**config.mk**
```make
export PLATFORM = sky130hd
export DESIGN_NAME = ram_bist_ctrl
export DESIGN_NICKNAME = d
export VERILOG_FILES = /design/src/rtl/ram_bist_pkg.sv /design/src/rtl/ram_bist_exp_pipe.sv /design/src/rtl/ram_bist_ctrl.sv
export SDC_FILE = /design/constraint.sdc
export NUM_CORES = 1
export LEC_CHECK = 0
export ABC_AREA = 1
export BUFFER_PORTS_ARGS = -buffer_cell sky130_fd_sc_hd__buf_4
export CORE_MARGIN = 4
export CORE_UTILIZATION = 54
export CTS_BUF_LIST = sky130_fd_sc_hd__clkbuf_8 sky130_fd_sc_hd__clkbuf_16
export DETAILED_ROUTE_END_ITERATION = 8
export PLACE_DENSITY_LB_ADDON = 0.2
export SLEW_MARGIN = 10
export SYNTH_ARGS = -nofsm -noshare
export SYNTH_HDL_FRONTEND = slang
export SYNTH_SLANG_ARGS = --single-unit
```
**constraint.sdc**
```tcl
create_clock -name sys_clk -period 1.9 [get_ports sys_clk]
set_clock_uncertainty 0.1 [all_clocks]
set_input_delay 0.285 -clock sys_clk [delete_from_list [all_inputs] [get_ports sys_clk]]
set_output_delay 0.285 -clock sys_clk [all_outputs]
set_load 0.1 [all_outputs]
```
**src/rtl/ram_bist_pkg.sv**
```systemverilog
// ram_bist_pkg: shared definitions for the RAM write/read-back controller.
//   state_e    controller FSM states
//   DEPTH      word count of the default-sized RAM (2**BIST_ADDR_W)
//   pat()      expected/written word for an address, offset and inversion bit
// Build option: RAM_BIST_AUTO_EN (see ram_bist_ctrl) uses the inv argument.
package ram_bist_pkg;

  localparam int unsigned BIST_ADDR_W = 5;
  localparam int unsigned BIST_DATA_W = 8;
  localparam int unsigned DEPTH       = 2 ** BIST_ADDR_W;

  // pat() works at a fixed wide width; callers truncate to their DATA_W,
  // which keeps the result identical to a mod-2^DATA_W add/invert.
  localparam int unsigned PAT_W = 32;

  typedef enum logic [2:0] {
    ST_IDLE  = 3'd0,
    ST_WRITE = 3'd1,
    ST_READ  = 3'd2,
    ST_DRAIN = 3'd3,
    ST_DONE  = 3'd4
  } state_e;

  function automatic logic [PAT_W-1:0] pat(input logic [PAT_W-1:0] addr,
                                           input logic [PAT_W-1:0] ofs,
                                           input logic             inv);
    logic [PAT_W-1:0] w;
    w = addr + ofs;
    return inv ? ~w : w;
  endfunction

endpackage

```
**src/rtl/ram_bist_exp_pipe.sv**
```systemverilog
// ram_bist_exp_pipe: DEPTH-stage shift register of {valid, expected word},
// keeping expected read data aligned with the RAM read latency.
//   clk_i   clock (rising edge)
//   rst_ni  asynchronous active-low clear
//   vld_i   valid bit pushed in each cycle
//   exp_i   expected word pushed in each cycle
//   vld_o   valid bit at the pipe output
//   exp_o   expected word at the pipe output
module ram_bist_exp_pipe #(
  parameter int unsigned DATA_W = 8,
  parameter int unsigned DEPTH  = 1
) (
  input  logic              clk_i,
  input  logic              rst_ni,
  input  logic              vld_i,
  input  logic [DATA_W-1:0] exp_i,
  output logic              vld_o,
  output logic [DATA_W-1:0] exp_o
);

  logic [DEPTH-1:0]             vld_q;
  logic [DEPTH-1:0][DATA_W-1:0] exp_q;

  always_ff @(posedge clk_i or negedge rst_ni) begin
    if (!rst_ni) begin
      vld_q <= '0;
      exp_q <= '0;
    end else begin
      vld_q[0] <= vld_i;
      exp_q[0] <= exp_i;
      for (int unsigned i = 1; i < DEPTH; i++) begin
        vld_q[i] <= vld_q[i-1];
        exp_q[i] <= exp_q[i-1];
      end
    end
  end

  assign vld_o = vld_q[DEPTH-1];
  assign exp_o = exp_q[DEPTH-1];

endmodule

```
**src/rtl/ram_bist_ctrl.sv**
```systemverilog
// ram_bist_ctrl: write/read-back exerciser for a single-port RAM.
// Writes pat(addr) to every address, reads every address back and compares
// against the expected value delivered by ram_bist_exp_pipe.
//   sys_clk    system clock (rising edge)
//   sys_rst_n  asynchronous active-low reset
//   start      request a pass (sampled only in IDLE)
//   ena/wea    RAM enable / write enable (registered)
//   addra      RAM address (registered)
//   dina       RAM write data (registered, holds outside WRITE)
//   douta      RAM read data
//   busy       high for WRITE, READ and DRAIN
//   done       one-cycle pulse at the end of a pass
//   err        mismatch flag for the current/last pass
//   err_cnt    mismatching words in the current/last pass
// Build option RAM_BIST_AUTO_EN: free-running passes, start ignored, odd
// passes use the inverted pattern, err sticky until reset.
module ram_bist_ctrl
  import ram_bist_pkg::*;
#(
  parameter int unsigned       ADDR_W   = BIST_ADDR_W,
  parameter int unsigned       DATA_W   = BIST_DATA_W,
  parameter int unsigned       RD_LAT   = 1,
  parameter logic [DATA_W-1:0] DATA_OFS = '0
) (
  input  logic              sys_clk,
  input  logic              sys_rst_n,
  input  logic              start,
  output logic              ena,
  output logic              wea,
  output logic [ADDR_W-1:0] addra,
  output logic [DATA_W-1:0] dina,
  input  logic [DATA_W-1:0] douta,
  output logic              busy,
  output logic              done,
  output logic              err,
  output logic [ADDR_W:0]   err_cnt
);

  localparam logic [ADDR_W-1:0] LAST_ADDR  = '1;
  localparam logic [ADDR_W-1:0] DRAIN_LAST = ADDR_W'(RD_LAT - 1);

  state_e              state_q, state_d;
  logic [ADDR_W-1:0]   cnt_q, cnt_d;
  logic                ena_q, ena_d;
  logic                wea_q, wea_d;
  logic [ADDR_W-1:0]   addra_q, addra_d;
  logic [DATA_W-1:0]   dina_q, dina_d;
  logic                busy_q, busy_d;
  logic                done_q, done_d;
  logic                rdv_q, rdv_d;
  logic [DATA_W-1:0]   rexp_q, rexp_d;
  logic                inv_q, inv_d;
  logic                err_q;
  logic [ADDR_W:0]     err_cnt_q;

  logic                launch;
  logic                clr_err;
  logic                clr_cnt;
  logic [DATA_W-1:0]   word;
  logic                pipe_vld;
  logic [DATA_W-1:0]   pipe_exp;
  logic                mismatch;

`ifdef RAM_BIST_AUTO_EN
  logic unused_start;
  assign unused_start = start;
  assign launch       = 1'b1;
`else
  assign launch       = start;
`endif

  assign word = DATA_W'(pat(PAT_W'(cnt_q), PAT_W'(DATA_OFS), inv_q));

  always_comb begin
    state_d = state_q;
    cnt_d   = cnt_q;
    ena_d   = 1'b0;
    wea_d   = 1'b0;
    addra_d = addra_q;
    dina_d  = dina_q;
    busy_d  = 1'b0;
    done_d  = 1'b0;
    rdv_d   = 1'b0;
    rexp_d  = rexp_q;
    inv_d   = inv_q;
    clr_err = 1'b0;
    clr_cnt = 1'b0;
    unique case (state_q)
      ST_IDLE: begin
        if (launch) begin
          state_d = ST_WRITE;
          cnt_d   = '0;
`ifndef RAM_BIST_AUTO_EN
          clr_err = 1'b1;
          clr_cnt = 1'b1;
`endif
        end
      end
      ST_WRITE: begin
        ena_d   = 1'b1;
        wea_d   = 1'b1;
        addra_d = cnt_q;
        dina_d  = word;
        busy_d  = 1'b1;
        cnt_d   = cnt_q + ADDR_W'(1);
`ifdef RAM_BIST_AUTO_EN
        // Cleared one edge after DONE so the final compare of the previous
        // pass (which lands on the DONE edge) is still reported with done.
        clr_cnt = (cnt_q == '0);
`endif
        if (cnt_q == LAST_ADDR) state_d = ST_READ;
      end
      ST_READ: begin
        ena_d   = 1'b1;
        addra_d = cnt_q;
        rdv_d   = 1'b1;
        rexp_d  = word;
        busy_d  = 1'b1;
        cnt_d   = cnt_q + ADDR_W'(1);
        if (cnt_q == LAST_ADDR) state_d = ST_DRAIN;
      end
      ST_DRAIN: begin
        busy_d = 1'b1;
        if (cnt_q == DRAIN_LAST) begin
          state_d = ST_DONE;
          cnt_d   = '0;
        end else begin
          cnt_d = cnt_q + ADDR_W'(1);
        end
      end
      ST_DONE: begin
        done_d = 1'b1;
`ifdef RAM_BIST_AUTO_EN
        // Skip IDLE so consecutive passes start back-to-back.
        state_d = ST_WRITE;
        cnt_d   = '0;
        inv_d   = ~inv_q;
`else
        state_d = ST_IDLE;
`endif
      end
      default: state_d = ST_IDLE;
    endcase
  end

  always_ff @(posedge sys_clk or negedge sys_rst_n) begin
    if (!sys_rst_n) begin
      state_q <= ST_IDLE;
      cnt_q   <= '0;
      ena_q   <= 1'b0;
      wea_q   <= 1'b0;
      addra_q <= '0;
      dina_q  <= '0;
      busy_q  <= 1'b0;
      done_q  <= 1'b0;
      rdv_q   <= 1'b0;
      rexp_q  <= '0;
      inv_q   <= 1'b0;
    end else begin
      state_q <= state_d;
      cnt_q   <= cnt_d;
      ena_q   <= ena_d;
      wea_q   <= wea_d;
      addra_q <= addra_d;
      dina_q  <= dina_d;
      busy_q  <= busy_d;
      done_q  <= done_d;
      rdv_q   <= rdv_d;
      rexp_q  <= rexp_d;
      inv_q   <= inv_d;
    end
  end

  // rdv_q/rexp_q leave alongside addra, so RD_LAT further stages line up
  // with douta.
  ram_bist_exp_pipe #(
    .DATA_W (DATA_W),
    .DEPTH  (RD_LAT)
  ) u_exp_pipe (
    .clk_i  (sys_clk),
    .rst_ni (sys_rst_n),
    .vld_i  (rdv_q),
    .exp_i  (rexp_q),
    .vld_o  (pipe_vld),
    .exp_o  (pipe_exp)
  );

  assign mismatch = pipe_vld && (douta != pipe_exp);

  always_ff @(posedge sys_clk or negedge sys_rst_n) begin
    if (!sys_rst_n) begin
      err_q     <= 1'b0;
      err_cnt_q <= '0;
    end else begin
      if (clr_err)       err_q <= 1'b0;
      else if (mismatch) err_q <= 1'b1;
      if (clr_cnt)       err_cnt_q <= '0;
      else if (mismatch) err_cnt_q <= err_cnt_q + (ADDR_W+1)'(1);
    end
  end

  assign ena     = ena_q;
  assign wea     = wea_q;
  assign addra   = addra_q;
  assign dina    = dina_q;
  assign busy    = busy_q;
  assign done    = done_q;
  assign err     = err_q;
  assign err_cnt = err_cnt_q;

endmodule

```
After elaboration in Yosys (flattened, before gate mapping)

Index checks and enable logic that the tools add are counted.

Register bits after elaboration: 41
Input bits: 11
Output and inout bits: 24
Logic and storage cells: 54

Add/subtract/negate cells: 2
Equality and inequality tests: 10
Mux-type cells: 19
Reductions and logical operators: 9

Operators with widths:

| cell                                          | number |
|---|---|
| one-hot mux 5 bit (3 select lines)            | 1 |
| 2-to-1 mux 3 bit                              | 4 |
| 2-to-1 mux 6 bit                              | 2 |
| one-hot mux 3 bit (4 select lines)            | 1 |
| 2-to-1 mux 5 bit                              | 2 |
| 2-to-1 mux 1 bit                              | 9 |
| inequality test 2 bit, second input constant  | 4 |
| inequality test 8 x 5 -> 1 bit                | 1 |
| adder 6 x 1 -> 6 bit, second input constant   | 1 |
| == test 3 x 2 -> 1 bit, second input constant | 2 |
| adder 5 x 1 -> 5 bit, second input constant   | 1 |
| == test 5 bit, second input constant          | 1 |
| logical NOT 5 bit                             | 1 |
| AND reduction 4 bit                           | 1 |
| == test 3 x 1 -> 1 bit, second input constant | 1 |
| == test 3 bit, second input constant          | 1 |
| logical NOT 3 bit                             | 1 |
| nonzero test 3 bit                            | 1 |
| OR reduction 3 bit                            | 1 |
| AND reduction 2 bit                           | 1 |
| nonzero test 2 bit                            | 1 |
| OR reduction 2 bit                            | 1 |
| logical AND 1 bit                             | 1 |

Longest topological paths before layout

Depth after elaboration: 4
Mapped depth: 9
Depth with buffers taken out: 9

Cells and area by module

From an unflattened synthesis, not the netlist that was laid out.

Cell total of the unflattened synthesis: 208
Area, all modules: 1920.6 µm²

Modules (own cells, without submodules):

| module            | times used | cells an instance | area an instance (µm²) |
|---|---|---|---|
| ram_bist_ctrl     | 1          | 199               | 1695.4 |
| ram_bist_exp_pipe | 1          | 9                 | 225.2 |

Least setup slack after synthesis

Ideal clock, no wire load.

Kind: reg2reg
Start: register err_cnt_q[0], in the netlist err_cnt[0]
End: register err_cnt_q[4], in the netlist err_cnt[4]
Arrival time: 1689 ps
Required time: 1676 ps
Path slack: -13 ps
Cell stages (with the launch flop): 6
Buffers on the path: 0
Cells stage by stage: dfrtp_1 > ha_1 > nand3_1 > xnor2_1 > nand4_1 > nand2_1

Word-level cells in the longest chain between the ends: 3

RTL lines:

| element                  | RTL line             | text |
|---|---|---|
| start: declaration       | ram_bist_ctrl.sv:54  | `logic [ADDR_W:0] err_cnt_q;` |
| start signal: assignment | ram_bist_ctrl.sv:198 | `else if (mismatch) err_cnt_q <= err_cnt_q + (ADDR_W+1)'(1);` |
| adder 6 x 1 -> 6 bit     | ram_bist_ctrl.sv:198 |  |
| 2-to-1 mux 6 bit         | ram_bist_ctrl.sv:198 |  |
| 2-to-1 mux 6 bit         | ram_bist_ctrl.sv:197 | `if (clr_cnt) err_cnt_q <= '0;` |

Every way passes these cells. The select of a mux whose other input is x is not followed.
A chain may end at the register's enable or synchronous reset.

Worst setup path in the final report

Start: register cnt_q[0]
End: register cnt_q[0]

Word-level cells in the longest chain between the ends: 3

RTL lines:

| element                                                          | RTL line             | text |
|---|---|---|
| start: declaration                                               | ram_bist_ctrl.sv:43  | `logic [ADDR_W-1:0] cnt_q, cnt_d;` |
| start signal: assignment                                         | ram_bist_ctrl.sv:161 | `cnt_q <= cnt_d;` |
| adder 5 x 1 -> 5 bit / logical NOT 5 bit (equally long branches) | -                    |  |
| 2-to-1 mux 5 bit                                                 | ram_bist_ctrl.sv:124 | `if (cnt_q == DRAIN_LAST) begin` |
| one-hot mux 5 bit (3 select lines) (*)                           | ram_bist_ctrl.sv:88  | `unique case (state_q)` |

Mark *: on every way between the ends. The rest lies on a longest branch, timed or not.

==> impl_metrics.json <==
{
  "placementRows": 20,
  "drtIter0Drc": 67,
  "antenna_cells": 0,
  "vias": 1385,
  "synth_top_family_by_area": "simple AND/OR/NAND/NOR gates",
  "slew_headroom_pct": 66.56,
  "nNetsFinal": 246,
  "tns_ps": 0,
  "postRouteAntennaNets": 0,
  "path_clk_slew_ps": 70,
  "synth_edf_count": 0,
  "core_area_mm2": 0.003128,
  "start_kind": "register",
  "root_buffer": "clkbuf_8",
  "ys.flop_type": "dfrtp_1",
  "area_delta_synth_final_pct": 19.32,
  "crit_type": "reg2reg",
  "dp_hpwl_um": 2451,
  "setup_violations": 0,
  "rsz0062_at_grt": "false",
  "clkLatencyLatePin_ps": 290,
  "htree_levels": 2,
  "fin_crit_sh_pct": 87.10,
  "drc": 0,
  "portBuffers": 31,
  "fin_area_mm2": 0.002141,
  "synthAdderAreaFrac_pct": 2.789,
  "hold_viol": 0,
  "critPathArrivalTime_ps": 1710,
  "vias_per_cell": 5.018,
  "worst-path-max-fanout": 6,
  "synth_xor_area_share_pct": 1.953,
  "gp_congestion": 0.8241,
  "holdWs_ps": 255.5,
  "die_y_um": 65.64,
  "worst_pin_slew_ps": 501.6,
  "grt_antenna_before_repair": 0,
  "first_pass_iters": 4,
  "grt_pass1_wl_um": 5616,
  "synth-simple-area-share_pct": 21.97,
  "yosysWarnings": 0,
  "post_drt_wl_per_cell_um": 12.08,
  "syn_area_mm2": 0.001794,
  "cp.required_ps": 1960,
  "drive_gt1_share_pct": 20.69,
  "routed_wl_um": 3335,
  "cts_buffer_depth": 2,
  "ys_ff_latch": 41,
  "initial_core_util_pct": 57.36,
  "max_freq_mhz": 604.3,
  "die_w_um": 65.64,
  "clkSinkCount": 41,
  "syn_area_per_cell_um2": 9.108,
  "synthArstFlopShare_pct": 100.0,
  "grt_max_degree": 42,
  "die_area_mm2": 0.004309,
  "cts_hold_buffers": 1,
  "status": "completed",
  "track_usage_pct": 17.22,
  "drv_slew": 0,
  "gr-total-overflow": 0,
  "synth.area.mux_share_pct": 0,
  "cts_resized": 0,
  "end_kind": "register",
  "hold_class": "reg2reg",
  "fin_crit_ps": 1655,
  "cts_tree": "yes",
  "ys_seq_area_share_pct": 57.18,
  "maxCapViolations": 0,
  "netlist_instances": 197,
  "synth.distinct_cells": 26,
  "cts_setup_buffers": 0,
  "synth_compound_area_share_pct": 8.229,
  "place_area_mm2": 0.002048,
  "numCtsBuffers": 5,
  "ios": 35,
  "grt_pass1_vias": 1338
}
## layout make-up
cell class / instances / area (um^2)
multi-input cells: 126 / 638.1
clock buffers: 5 / 68.82
repair buffers: 32 / 242.7
flip-flops and latches: 41 / 1028
inverters: 25 / 93.84
clock inverters: 3 / 13.76
well taps: 44 / 55.05
fillers: 255 / 987.2
## routing by layer
layer / up-vias / routed length, um / track usage [%]
met4: 0 / 60 / 7.513
met5: - / 0 / 0
met3: 7 / 164 / 4.274
li1: 690 / - / -
met2: 39 / 1660 / 30.41
met1: 649 / 1449 / 19.50
## flip-flops by register name, summed over array words and instances (netlist names)
register          flops
addra                 5
busy                  1
cnt_q                 5
dina                  5
done                  1
ena                   1
err                   1
err_cnt               6
rdv_q                 1
rexp_q                5
state_q               3
u_exp_pipe.exp_o      5
u_exp_pipe.vld_o      1
wea                   1
## path summary, 6_finish.rpt
check | startpoint | endpoint | slack (ps) | cells after the start
worst max-delay path | cnt_q[0] | cnt_q[0] | 250 | 7
worst min-delay path | rdv_q | u_exp_pipe.vld_o | 260 | 0
worst max register to register | cnt_q[0] | cnt_q[0] | 250 | 7
worst min register to register | rdv_q | u_exp_pipe.vld_o | 260 | 0
max in group asynchronous | sys_rst_n | err_cnt[0] | 920 | 2
min in group asynchronous | sys_rst_n | u_exp_pipe.exp_o[2] | 410 | 2
## layout by cell type, fill, tap and decap left out, drive strengths merged
master and instances:
nand2 49, dfrtp 41, buf 31, inv 26, o21ai 21, nand3 15
nor2 14, nand4 6, clkbuf 5, nor3 4, ha 4, conb 3
a21oi 3, xor2 2, xnor2 2, clkinv 2, o2bb2ai 1, a21boi 1
o21bai 1, dlygate4sd3 1
## cell usage after synthesis, drive strengths merged (3+ instances only)
| master | n | area share (%) |
|---|---|---|
| nand3 | 15 | 4.7 |
| dfrtp | 41 | 57 |
| o21ai | 21 | 5.9 |
| ha | 4 | 2.8 |
| nor3 | 4 | 1.1 |
| nand2 | 49 | 11 |
| nor2 | 14 | 3.2 |
| nand4 | 6 | 2.1 |
| a21oi | 3 | 1.0 |
| inv | 25 | 5.2 |
| buf | 6 | 2.2 |
## logic make-up (layout without fill, tap and decap cells)
group	count (synthesis)	count (layout)
and+or+nand+nor	88	88
DFF	41	41
buffers and inverters	32	65
AOI/OAI and AO/OA	27	27
adders and majority gates	4	4
xor gates and xnor gates	4	4
other	1	3
## critical path, stage by stage (launching register included)
cell	delay [ps]
dfrtp_1	400
inv_1	170
ha_1	170
nand3_1	80
o21ai_1	260
nand2_1	170
nand2_1	100
o21ai_0	80
## through the flow
step                utilization, %  cells  setup WS, ps
finish                       68.44    276         245.1
detailed placement           65.48    267         255.9
global route                 68.44    276         104.5
CTS                          68.44    276         245.0
floorplan                        -    199         74.63
global placement             65.48    267         324.0
Power is not shown: default switching activity piles up to over one toggle a cycle in this logic, so the estimate is an artifact.
